File: config.mk
export PLATFORM = sky130hd
export DESIGN_NAME = axi_gp_responder_flat
export DESIGN_NICKNAME = d
export VERILOG_FILES = /design/src/rtl/axi_gp_pkg.sv /design/src/rtl/axi_gp_if.sv /design/src/rtl/axi_gp_regbank.sv /design/src/rtl/axi_gp_responder.sv /design/src/flat_wrapper.sv
export SDC_FILE = /design/constraint.sdc
export NUM_CORES = 1
export LEC_CHECK = 0
export CORE_MARGIN = 1
export CORE_UTILIZATION = 40
export DETAILED_ROUTE_END_ITERATION = 10
export GPL_TIMING_DRIVEN = 0
export PLACE_DENSITY = 0.58
export SLEW_MARGIN = 20
export SYNTH_ARGS = -nofsm -noshare
export SYNTH_HDL_FRONTEND = slang
export SYNTH_HIERARCHICAL = 1
export SYNTH_SLANG_ARGS = --single-unit
File: constraint.sdc
create_clock -name CLK -period 5.17 [get_ports CLK]
set_input_delay 0.517 -clock CLK [delete_from_list [all_inputs] [get_ports CLK]]
set_output_delay 0.517 -clock CLK [all_outputs]
set_load 0.01 [all_outputs]
File: src/rtl/axi_gp_pkg.sv
// Shared widths, response codes and FSM state types for the AXI GP register responder.
package axi_gp_pkg;
  localparam int ADDR_W = 32;
  localparam int ID_W   = 12;
  localparam int DATA_W = 32;
  localparam int LEN_W  = 4;

  localparam logic [1:0] RESP_OKAY   = 2'b00;
  localparam logic [1:0] RESP_SLVERR = 2'b10;

  typedef enum logic {
    R_IDLE  = 1'b0,
    R_BURST = 1'b1
  } rd_state_e;

  typedef enum logic [1:0] {
    W_ADDR = 2'd0,
    W_DATA = 2'd1,
    W_RESP = 2'd2
  } wr_state_e;
endpackage

File: src/rtl/axi_gp_if.sv
// AR/AW/W/R/B channel bundle. Handshake: a beat transfers in any cycle where ena and rdy are
// both high; the sender raises ena only while the receiver's rdy is high.
interface axi_gp_if;
  import axi_gp_pkg::*;

  logic              ar_ena;
  logic [ADDR_W-1:0] ar_addr;
  logic [ID_W-1:0]   ar_id;
  logic [LEN_W-1:0]  ar_len;
  logic              ar_rdy;

  logic              aw_ena;
  logic [ADDR_W-1:0] aw_addr;
  logic [ID_W-1:0]   aw_id;
  logic [LEN_W-1:0]  aw_len;
  logic              aw_rdy;

  logic              w_ena;
  logic [DATA_W-1:0] w_data;
  logic [ID_W-1:0]   w_id;
  logic              w_last;
  logic              w_rdy;

  logic              r_ena;
  logic [DATA_W-1:0] r_data;
  logic [ID_W-1:0]   r_id;
  logic              r_last;
  logic [1:0]        r_resp;
  logic              r_rdy;

  logic              b_ena;
  logic [ID_W-1:0]   b_id;
  logic [1:0]        b_resp;
  logic              b_rdy;

  modport slave (
    input  ar_ena, ar_addr, ar_id, ar_len, output ar_rdy,
    input  aw_ena, aw_addr, aw_id, aw_len, output aw_rdy,
    input  w_ena, w_data, w_id, w_last,    output w_rdy,
    output r_ena, r_data, r_id, r_last, r_resp, input r_rdy,
    output b_ena, b_id, b_resp,            input b_rdy
  );

  modport master (
    output ar_ena, ar_addr, ar_id, ar_len, input ar_rdy,
    output aw_ena, aw_addr, aw_id, aw_len, input aw_rdy,
    output w_ena, w_data, w_id, w_last,    input w_rdy,
    input  r_ena, r_data, r_id, r_last, r_resp, output r_rdy,
    input  b_ena, b_id, b_resp,            output b_rdy
  );
endinterface

File: src/rtl/axi_gp_regbank.sv
// NREGS x 32-bit register array: one synchronous write port, one combinational read port.
module axi_gp_regbank
  import axi_gp_pkg::*;
#(
  parameter int NREGS = 16,
  parameter int IDX_W = $clog2(NREGS)
) (
  input  logic              clk_i,
  input  logic              rst_ni,
  input  logic              we_i,
  input  logic [IDX_W-1:0]  waddr_i,
  input  logic [DATA_W-1:0] wdata_i,
  input  logic [IDX_W-1:0]  raddr_i,
  output logic [DATA_W-1:0] rdata_o,
  output logic [DATA_W-1:0] top_word_o
);
  logic [DATA_W-1:0] regs_q [NREGS];

  always_ff @(posedge clk_i) begin
    if (!rst_ni) begin
      for (int i = 0; i < NREGS; i++) regs_q[i] <= '0;
    end else if (we_i) begin
      regs_q[waddr_i] <= wdata_i;
    end
  end

  // Read sees the pre-edge value, so a same-cycle write is not forwarded.
  assign rdata_o    = regs_q[raddr_i];
  assign top_word_o = regs_q[NREGS-1];
endmodule

File: src/rtl/axi_gp_responder.sv
// AXI GP slave exposing a small register bank; independent read and write FSMs.
module axi_gp_responder
  import axi_gp_pkg::*;
#(
  parameter int NREGS = 16
) (
  input  logic       CLK,
  input  logic       nRST,
  axi_gp_if.slave    axi,
  output logic       interrupt,
  output rd_state_e  rd_state_o,
  output wr_state_e  wr_state_o
);
  localparam int IDX_W  = $clog2(NREGS);
  localparam int HI_LSB = IDX_W + 2;
  localparam logic [IDX_W-1:0] IDX_ONE = 1;
  localparam logic [LEN_W-1:0] LEN_ONE = 1;

  // Out of range means any nonzero bit between the word index and bit 11; bits above 11 are ignored.
  function automatic logic addr_err(input logic [ADDR_W-1:0] a);
    return a[11:HI_LSB] != '0;
  endfunction

  rd_state_e        rd_state_q, rd_state_d;
  logic [ID_W-1:0]  r_id_q, r_id_d;
  logic [IDX_W-1:0] r_idx_q, r_idx_d;
  logic [LEN_W-1:0] r_rem_q, r_rem_d;
  logic             r_err_q, r_err_d;
  logic             ar_rdy, r_ena;

  wr_state_e        wr_state_q, wr_state_d;
  logic [ID_W-1:0]  w_id_q, w_id_d;
  logic [IDX_W-1:0] w_idx_q, w_idx_d;
  logic             w_err_q, w_err_d;
  logic             w_mis_q, w_mis_d;
  logic             aw_rdy, w_rdy, b_ena, we;

  logic [DATA_W-1:0] rd_data, top_word;

  axi_gp_regbank #(.NREGS(NREGS), .IDX_W(IDX_W)) u_regbank (
    .clk_i      (CLK),
    .rst_ni     (nRST),
    .we_i       (we),
    .waddr_i    (w_idx_q),
    .wdata_i    (axi.w_data),
    .raddr_i    (r_idx_q),
    .rdata_o    (rd_data),
    .top_word_o (top_word)
  );

  always_ff @(posedge CLK) begin
    if (!nRST) begin
      rd_state_q <= R_IDLE;
      r_id_q     <= '0;
      r_idx_q    <= '0;
      r_rem_q    <= '0;
      r_err_q    <= 1'b0;
      wr_state_q <= W_ADDR;
      w_id_q     <= '0;
      w_idx_q    <= '0;
      w_err_q    <= 1'b0;
      w_mis_q    <= 1'b0;
    end else begin
      rd_state_q <= rd_state_d;
      r_id_q     <= r_id_d;
      r_idx_q    <= r_idx_d;
      r_rem_q    <= r_rem_d;
      r_err_q    <= r_err_d;
      wr_state_q <= wr_state_d;
      w_id_q     <= w_id_d;
      w_idx_q    <= w_idx_d;
      w_err_q    <= w_err_d;
      w_mis_q    <= w_mis_d;
    end
  end

  always_comb begin
    rd_state_d = rd_state_q;
    r_id_d     = r_id_q;
    r_idx_d    = r_idx_q;
    r_rem_d    = r_rem_q;
    r_err_d    = r_err_q;
    ar_rdy     = 1'b0;
    r_ena      = 1'b0;
    case (rd_state_q)
      R_IDLE: begin
        ar_rdy = 1'b1;
        if (axi.ar_ena) begin
          r_id_d     = axi.ar_id;
          r_idx_d    = axi.ar_addr[IDX_W+1:2];
          r_rem_d    = axi.ar_len;
          r_err_d    = addr_err(axi.ar_addr);
          rd_state_d = R_BURST;
        end
      end
      R_BURST: begin
        r_ena = axi.r_rdy;
        if (axi.r_rdy) begin
          r_idx_d = r_idx_q + IDX_ONE;
          r_rem_d = r_rem_q - LEN_ONE;
          if (r_rem_q == '0) rd_state_d = R_IDLE;
        end
      end
      default: rd_state_d = R_IDLE;
    endcase
  end

  always_comb begin
    wr_state_d = wr_state_q;
    w_id_d     = w_id_q;
    w_idx_d    = w_idx_q;
    w_err_d    = w_err_q;
    w_mis_d    = w_mis_q;
    aw_rdy     = 1'b0;
    w_rdy      = 1'b0;
    b_ena      = 1'b0;
    we         = 1'b0;
    case (wr_state_q)
      W_ADDR: begin
        aw_rdy = 1'b1;
        if (axi.aw_ena) begin
          w_id_d     = axi.aw_id;
          w_idx_d    = axi.aw_addr[IDX_W+1:2];
          w_err_d    = addr_err(axi.aw_addr);
          w_mis_d    = 1'b0;
          wr_state_d = W_DATA;
        end
      end
      W_DATA: begin
        w_rdy = 1'b1;
        if (axi.w_ena) begin
          // A mismatched W id still writes; it only poisons the B response.
          we      = !w_err_q;
          w_idx_d = w_idx_q + IDX_ONE;
          if (axi.w_id != w_id_q) w_mis_d = 1'b1;
          if (axi.w_last) wr_state_d = W_RESP;
        end
      end
      W_RESP: begin
        b_ena = axi.b_rdy;
        if (axi.b_rdy) wr_state_d = W_ADDR;
      end
      default: wr_state_d = W_ADDR;
    endcase
  end

  assign axi.ar_rdy = ar_rdy;
  assign axi.r_ena  = r_ena;
  assign axi.r_data = r_err_q ? '0 : rd_data;
  assign axi.r_id   = r_id_q;
  assign axi.r_resp = r_err_q ? RESP_SLVERR : RESP_OKAY;
  assign axi.r_last = (r_rem_q == '0);

  assign axi.aw_rdy = aw_rdy;
  assign axi.w_rdy  = w_rdy;
  assign axi.b_ena  = b_ena;
  assign axi.b_id   = w_id_q;
  assign axi.b_resp = (w_err_q || w_mis_q) ? RESP_SLVERR : RESP_OKAY;

  assign interrupt  = |top_word;
  assign rd_state_o = rd_state_q;
  assign wr_state_o = wr_state_q;

  // Burst length on AW and the address bits outside the decode window carry no meaning here.
  logic unused_bits;
  assign unused_bits = ^{axi.aw_len, axi.ar_addr[ADDR_W-1:12], axi.ar_addr[1:0],
                         axi.aw_addr[ADDR_W-1:12], axi.aw_addr[1:0]};
endmodule

File: src/flat_wrapper.sv
// flat-port wrapper written by rule: the top's interface ports become plain ports
module axi_gp_responder_flat import axi_gp_pkg::*;
#(
  parameter int NREGS = 16
)
  (CLK, nRST, interrupt, rd_state_o, wr_state_o, axi_ar_ena, axi_ar_addr, axi_ar_id, axi_ar_len, axi_ar_rdy, axi_aw_ena, axi_aw_addr, axi_aw_id, axi_aw_len, axi_aw_rdy, axi_w_ena, axi_w_data, axi_w_id, axi_w_last, axi_w_rdy, axi_r_ena, axi_r_data, axi_r_id, axi_r_last, axi_r_resp, axi_r_rdy, axi_b_ena, axi_b_id, axi_b_resp, axi_b_rdy);
  axi_gp_if axi_i ();
  input  logic CLK;
  input  logic nRST;
  output logic interrupt;
  output rd_state_e rd_state_o;
  output wr_state_e wr_state_o;
  input wire logic [$bits(axi_i.ar_ena)-1:0] axi_ar_ena;
  input wire logic [$bits(axi_i.ar_addr)-1:0] axi_ar_addr;
  input wire logic [$bits(axi_i.ar_id)-1:0] axi_ar_id;
  input wire logic [$bits(axi_i.ar_len)-1:0] axi_ar_len;
  output wire logic [$bits(axi_i.ar_rdy)-1:0] axi_ar_rdy;
  input wire logic [$bits(axi_i.aw_ena)-1:0] axi_aw_ena;
  input wire logic [$bits(axi_i.aw_addr)-1:0] axi_aw_addr;
  input wire logic [$bits(axi_i.aw_id)-1:0] axi_aw_id;
  input wire logic [$bits(axi_i.aw_len)-1:0] axi_aw_len;
  output wire logic [$bits(axi_i.aw_rdy)-1:0] axi_aw_rdy;
  input wire logic [$bits(axi_i.w_ena)-1:0] axi_w_ena;
  input wire logic [$bits(axi_i.w_data)-1:0] axi_w_data;
  input wire logic [$bits(axi_i.w_id)-1:0] axi_w_id;
  input wire logic [$bits(axi_i.w_last)-1:0] axi_w_last;
  output wire logic [$bits(axi_i.w_rdy)-1:0] axi_w_rdy;
  output wire logic [$bits(axi_i.r_ena)-1:0] axi_r_ena;
  output wire logic [$bits(axi_i.r_data)-1:0] axi_r_data;
  output wire logic [$bits(axi_i.r_id)-1:0] axi_r_id;
  output wire logic [$bits(axi_i.r_last)-1:0] axi_r_last;
  output wire logic [$bits(axi_i.r_resp)-1:0] axi_r_resp;
  input wire logic [$bits(axi_i.r_rdy)-1:0] axi_r_rdy;
  output wire logic [$bits(axi_i.b_ena)-1:0] axi_b_ena;
  output wire logic [$bits(axi_i.b_id)-1:0] axi_b_id;
  output wire logic [$bits(axi_i.b_resp)-1:0] axi_b_resp;
  input wire logic [$bits(axi_i.b_rdy)-1:0] axi_b_rdy;
  assign axi_i.ar_ena = axi_ar_ena;
  assign axi_i.ar_addr = axi_ar_addr;
  assign axi_i.ar_id = axi_ar_id;
  assign axi_i.ar_len = axi_ar_len;
  assign axi_ar_rdy = axi_i.ar_rdy;
  assign axi_i.aw_ena = axi_aw_ena;
  assign axi_i.aw_addr = axi_aw_addr;
  assign axi_i.aw_id = axi_aw_id;
  assign axi_i.aw_len = axi_aw_len;
  assign axi_aw_rdy = axi_i.aw_rdy;
  assign axi_i.w_ena = axi_w_ena;
  assign axi_i.w_data = axi_w_data;
  assign axi_i.w_id = axi_w_id;
  assign axi_i.w_last = axi_w_last;
  assign axi_w_rdy = axi_i.w_rdy;
  assign axi_r_ena = axi_i.r_ena;
  assign axi_r_data = axi_i.r_data;
  assign axi_r_id = axi_i.r_id;
  assign axi_r_last = axi_i.r_last;
  assign axi_r_resp = axi_i.r_resp;
  assign axi_i.r_rdy = axi_r_rdy;
  assign axi_b_ena = axi_i.b_ena;
  assign axi_b_id = axi_i.b_id;
  assign axi_b_resp = axi_i.b_resp;
  assign axi_i.b_rdy = axi_b_rdy;
  axi_gp_responder #(.NREGS(NREGS)) u_core (.CLK(CLK), .nRST(nRST), .axi(axi_i), .interrupt(interrupt), .rd_state_o(rd_state_o), .wr_state_o(wr_state_o));
endmodule
* Word-level counts from Yosys, hierarchy flattened
Memory sizes are Yosys's and may differ from the RTL's. A register that Yosys moved wholly into a read port is not among the register bits.
Cells that the tools add are included.
** Storage, ports and cells
- Register bits :: 42
- Bits in writable memories :: 512
- Input port bits :: 148
- Output and inout port bits :: 70
- Word-level logic and storage cells :: 81
- Memories kept :: 1
** Operators by class
- Add/subtract/negate cells :: 3
- Eq/ne operators :: 10
- Multiplexer cells :: 41
- Bitwise logic cells :: 1
- Reduce and logical (&&, ||, !) cells :: 15
** Memories
- u_core.u_regbank.regs_q :: depth 16, width 32, read ports 2, clocked after memory_dff 1, write ports 16, line axi_gp_regbank.sv:17 : logic [DATA_W-1:0] regs_q [NREGS];
** Operators by type and width (number)
- two-way mux 32 bit :: 2
- OR reduction 32 bit :: 2
- two-way mux 4 bit :: 9
- case mux 4 bit (2 select lines) :: 3
- two-way mux 1 bit :: 18
- two-way mux 2 bit :: 6
- inequality test 12 bit :: 1
- inequality test 2 bit, second input constant :: 6
- nonzero test 6 bit :: 2
- adder 4 x 1 -> 4 bit, second input constant :: 2
- AND reduction 4 bit :: 2
- case mux 2 bit (3 select lines) :: 1
- AND reduction 2 bit :: 3
- zero test 4 bit :: 1
- case mux 1 bit (2 select lines) :: 2
- subtractor 4 x 1 -> 4 bit, second input constant :: 1
- AND reduction 3 bit :: 1
- == test 2 x 1 -> 1 bit, second input constant :: 1
- == test 2 bit, second input constant :: 1
- zero test 2 bit :: 1
- inequality test 2 x 1 -> 1 bit, second input constant :: 1
- nonzero test 2 bit :: 1
- zero test 1 bit :: 1
- logical OR 1 bit :: 1
- NOT 1 bit :: 1

* Logic depth before layout (Yosys ltp)
- Depth after elaboration :: 8
- Gate-level depth with buffers :: 8
- Depth with buffers taken out :: 5

* By module
Netlist, hierarchy kept.
** Modules (own cells, without submodules)
- axi_gp_regbank :: instances 1, cells an instance 1416, area each 22838.2 µm², seq. area each 15374.7 µm²
- axi_gp_responder :: instances 1, cells an instance 291, area each 2303.5 µm², seq. area each 840.8 µm²

* Worst setup path after synthesis
No wires, ideal clock.
- Path kind :: register to register
- From :: register u_core.wr_state_q[0], in the netlist u_core/wr_state_o[0]
- To :: memory u_core.u_regbank.regs_q[3][0], enable pin
- Library setup time :: 466 ps
- Arrival :: 3883 ps
- Data required time :: 4704 ps
- Setup slack :: 821 ps
- Cell stages (with the launch flop) :: 7
- Path buffers :: 2
- Clock period less this slack :: 4349 ps
- Path through :: dfxtp_1 > buf_6 > nand2b_1 > buf_6 > nor3b_1 > nand4bb_1 > o21ai_0
** RTL lines
- start: declaration :: line axi_gp_responder.sv:31 : wr_state_e wr_state_q, wr_state_d;
- start signal: assignment :: line axi_gp_responder.sv:69 : wr_state_q <= wr_state_d;
- end: declaration :: line axi_gp_regbank.sv:17

==> results.json <==
{
  "final_antenna_net_count": 0,
  "rr_worst_depth": 7,
  "synth_compound_area_share_pct": 3.64,
  "final_layout_size_suffix_gt1_share_pct": 14.9,
  "synth_top_flop_cell": "edfxtp_1",
  "synth_xor_area_share_pct": 0.488,
  "p_clk_share_pct": 39.2,
  "cts_sinks": 554,
  "p_sw_uw": 2480,
  "peakVddDrop_mv": 0.248,
  "grt.total_usage_pct": 23.0,
  "ys_types": 50,
  "outcome": "complete, no violations",
  "setup_viol": 0,
  "ioPinCount": 218,
  "fillerInstances": 5362,
  "grt_max_degree": 33,
  "grt_pass1_wl_um": 106000,
  "grt_pass1_vias": 16000,
  "gp_congestion": 0.779,
  "ctsResizeCount": 0,
  "antennaDiodeCount": 0,
  "wl_per_cell_um": 25.4,
  "synth_top_family_by_area": "simple AND/OR/NAND/NOR gates",
  "min_path_cells": 2,
  "grt_overflow": 0,
  "clk_pin_slew_ns": 0.06,
  "fp.dieArea_um2": 63900,
  "power.leakage_uw": 0.0109,
  "internal-power_uw": 8010,
  "syn_to_final_growth_pct": 21.3,
  "relSlewSlack_pct": 28.5,
  "drt-initial-drc-count": 1158,
  "synth_area_um2": 25100,
  "finalHoldViolCount": 0,
  "critPathSlowestCell": "clkbuf_1",
  "postSynthAreaPerCell_um2": 14.7,
  "skew_ns": 0.00982,
  "hold_class": "register to register",
  "fin_crit_ns": 4.33,
  "fin_nets": 2110,
  "yosysSeqAreaShare_pct": 64.5,
  "critPathMaxFanout": 10,
  "power.density_nw_per_um2": 344,
  "required_ns": 4.65,
  "worst_setup_path_start_kind": "register",
  "clk_latency_ns": 0.61,
  "dp.cells": 2734,
  "synthSimpleGateAreaFrac_pct": 16.9,
  "hold_path_end": "u_core/axi.r_id[9]",
  "seqPwrFrac_pct": 48.8,
  "cts_tree": "done",
  "core_area_um2": 61900,
  "dp_hpwl_um": 49600,
  "start_util_pct": 40.6,
  "synth_warnings": 6,
  "drcViolationCount": 0,
  "numCtsBuffers": 59,
  "ys_async_sr_fraction_pct": 0,
  "worstHoldStart": "u_core/axi.r_id[9]",
  "portBuffers": 167,
  "r2r_slack_ns": 1.02,
  "syn_inst": 1707,
  "synth_fa_ha_area_share_pct": 0.199,
  "rsz0062_at_grt": "false",
  "wl_um": 72100,
  "r2r-start": "u_core/wr_state_o[1]",
  "reg2reg_to": "u_core/u_regbank/regs_q[2][20]",
  "synth_edf_count": 512,
  "timing.hold.ws_ns": 0.455,
  "firstDrtPassIters": 5,
  "cap_violations": 0,
  "worst_pin_slew_ns": 1.07,
  "clock.fmax_ghz": 0.231,
  "synthMuxAreaShare_pct": 11.5,
  "clock_tree.root_cell": "clkbuf_16",
  "sw_frac_of_total_pct": 23.7,
  "fp.dieW_um": 253,
  "min_period_over_period_pct": 83.8,
  "cts_max_level": 2,
  "clk_path_buf_depth": 3,
  "die_h_um": 253,
  "crit_path_start": "u_core/r_idx_q[1]",
  "slew_viol_final": 0,
  "post_drt_via_cell_ratio": 5.35,
  "cts_hold_buf": 0,
  "via_count": 15200,
  "worst-setup-path-type": "register to output pin",
  "pwr-share-comb_pct": 12.0,
  "ys_ff_latch": 554,
  "postCtsSetupBuffers": 0,
  "rows": 91,
  "end_kind": "output pin",
  "fin_tns_setup_ns": 0,
  "path_cells": "buf_2, clkbuf_1, mux4_2, a22oi_1, nand2_1, nor2b_1, clkdlybuf4s50_1",
  "max_stage_delay_ns": 0.84,
  "critPathArrivalTime_ns": 3.81,
  "antenna_found_initial": 0,
  "fin_cells": 2843
}
-- per-stage QoR --
step	area (µm²)	utilization (%)	power, µW	setup WS (ns)
finish	30500	49.2	10500	0.840
detailed placement	28600	46.2	6480	0.819
CTS	30500	49.2	10600	0.901
global placement	27900	45.0	6420	-2.94
global route	30500	49.2	10800	0.862
floorplan	25100	-	5870	0.821
-- critical path: cells and delay by family, from the launching register on --
kind,cells,cell delay [ns]
DFF,1,0.40
buffers and inverters,3,1.87
and+or+nand+nor,2,0.46
AOI/OAI and AO/OA,1,0.07
muxes,1,0.39
-- worst max-delay path by stage --
stage	end	cells after the start
6_report	axi_r_data[31]	7
2_1_floorplan	u_core/u_regbank/regs_q[3][0]	6
4_1_cts	axi_r_data[31]	7
3_3_place_gp	u_core/u_regbank/regs_q[2][14]	4
5_1_grt	axi_r_data[31]	7
3_5_place_dp	u_core/u_regbank/regs_q[2][20]	6
-- cells by family after synthesis --
family,count (synthesis)
compound gates,142
xor+xnor,14
fa+ha+maj,4
buf+inv,150
flops,554
mux,130
other cells,1
simple gates,712
-- cells in the mapped netlist (3+ instances only) --
master    instances  share of area, %
a211oi_1          4              0.12
buf_2            10              0.20
nand2_1          89               1.3
nor3b_1           3             0.090
buf_6             6              0.27
mux4_2          128                11
a21oi_1          39              0.78
nor2_1           18              0.27
buf_1             3             0.045
xor2_1            5              0.17
nor4_1           12              0.30
clkbuf_1        110               1.6
nand2b_1          9              0.22
nor2b_1          36              0.90
buf_4            14              0.42
edfxtp_1        512                61
nand4_1           5              0.12
a22oi_1          64               1.9
inv_1             5             0.075
dfxtp_1          42               3.3
and2_1          514                13
nor3_2            4              0.16
xnor2_1           9              0.31
a21o_1            3             0.090
nor3_1            6              0.12
ha_1              4              0.20
o21ai_0          21              0.42
-- cell usage in the layout (no fill, tap or decap), drive strengths merged, types with 3 or more instances in the layout --
cell type	count
and2	516
edfxtp	512
clkbuf	178
clkdlybuf4s50	167
mux4	128
nand2	89
a22oi	64
buf	55
dfxtp	42
a21oi	39
nor2b	37
clkinv	34
o21ai	23
nor2	20
nor4	12
nor3	10
xnor2	9
nand2b	9
inv	7
bufinv	6
nand4	6
xor2	5
a211oi	4
ha	4
nor3b	3
a21o	3
or2	3
-- registers in the layout, summed over array words and instances (netlist names) --
| register | count |
|---|---|
| u_core/r_idx_q | 4 |
| u_core/w_mis_q | 1 |
| u_core/u_regbank/regs_q | 512 |
| u_core/r_rem_q | 4 |
| u_core/w_err_q | 1 |
| u_core/axi.b_id | 12 |
| u_core/rd_state_o | 1 |
| u_core/axi.r_id | 12 |
| u_core/w_idx_q | 4 |
| u_core/r_err_q | 1 |
| u_core/wr_state_o | 2 |
-- cell type report --
cell class	count	area, µm²	area share [%]
plain buffers	143	648	2.13
inverters	7	26.3	0.0862
repair buffers	189	2280	7.47
clock inverters	41	343	1.12
flip-flops and latches	554	16200	53.2
well taps	837	1050	3.43
multi-input cells	1004	8420	27.6
clock buffers	68	1510	4.95
-- routing by layer --
metal	track usage [%]	routed length [µm]
met1	30.4	30000
met2	38.9	35600
met3	3.25	4230
met4	7.88	2250
met5	0	0
-- power by group through the flow --
stage,Combinational (µW),Sequential (µW),Clock [µW]
floorplan,661,5210,0
global placement,1180,5240,0
detailed placement,1270,5220,0
CTS,1270,5120,4190
global route,1330,5140,4340
finish,1250,5120,4120
No activity file was read; power rests on OpenSTA's default activity.
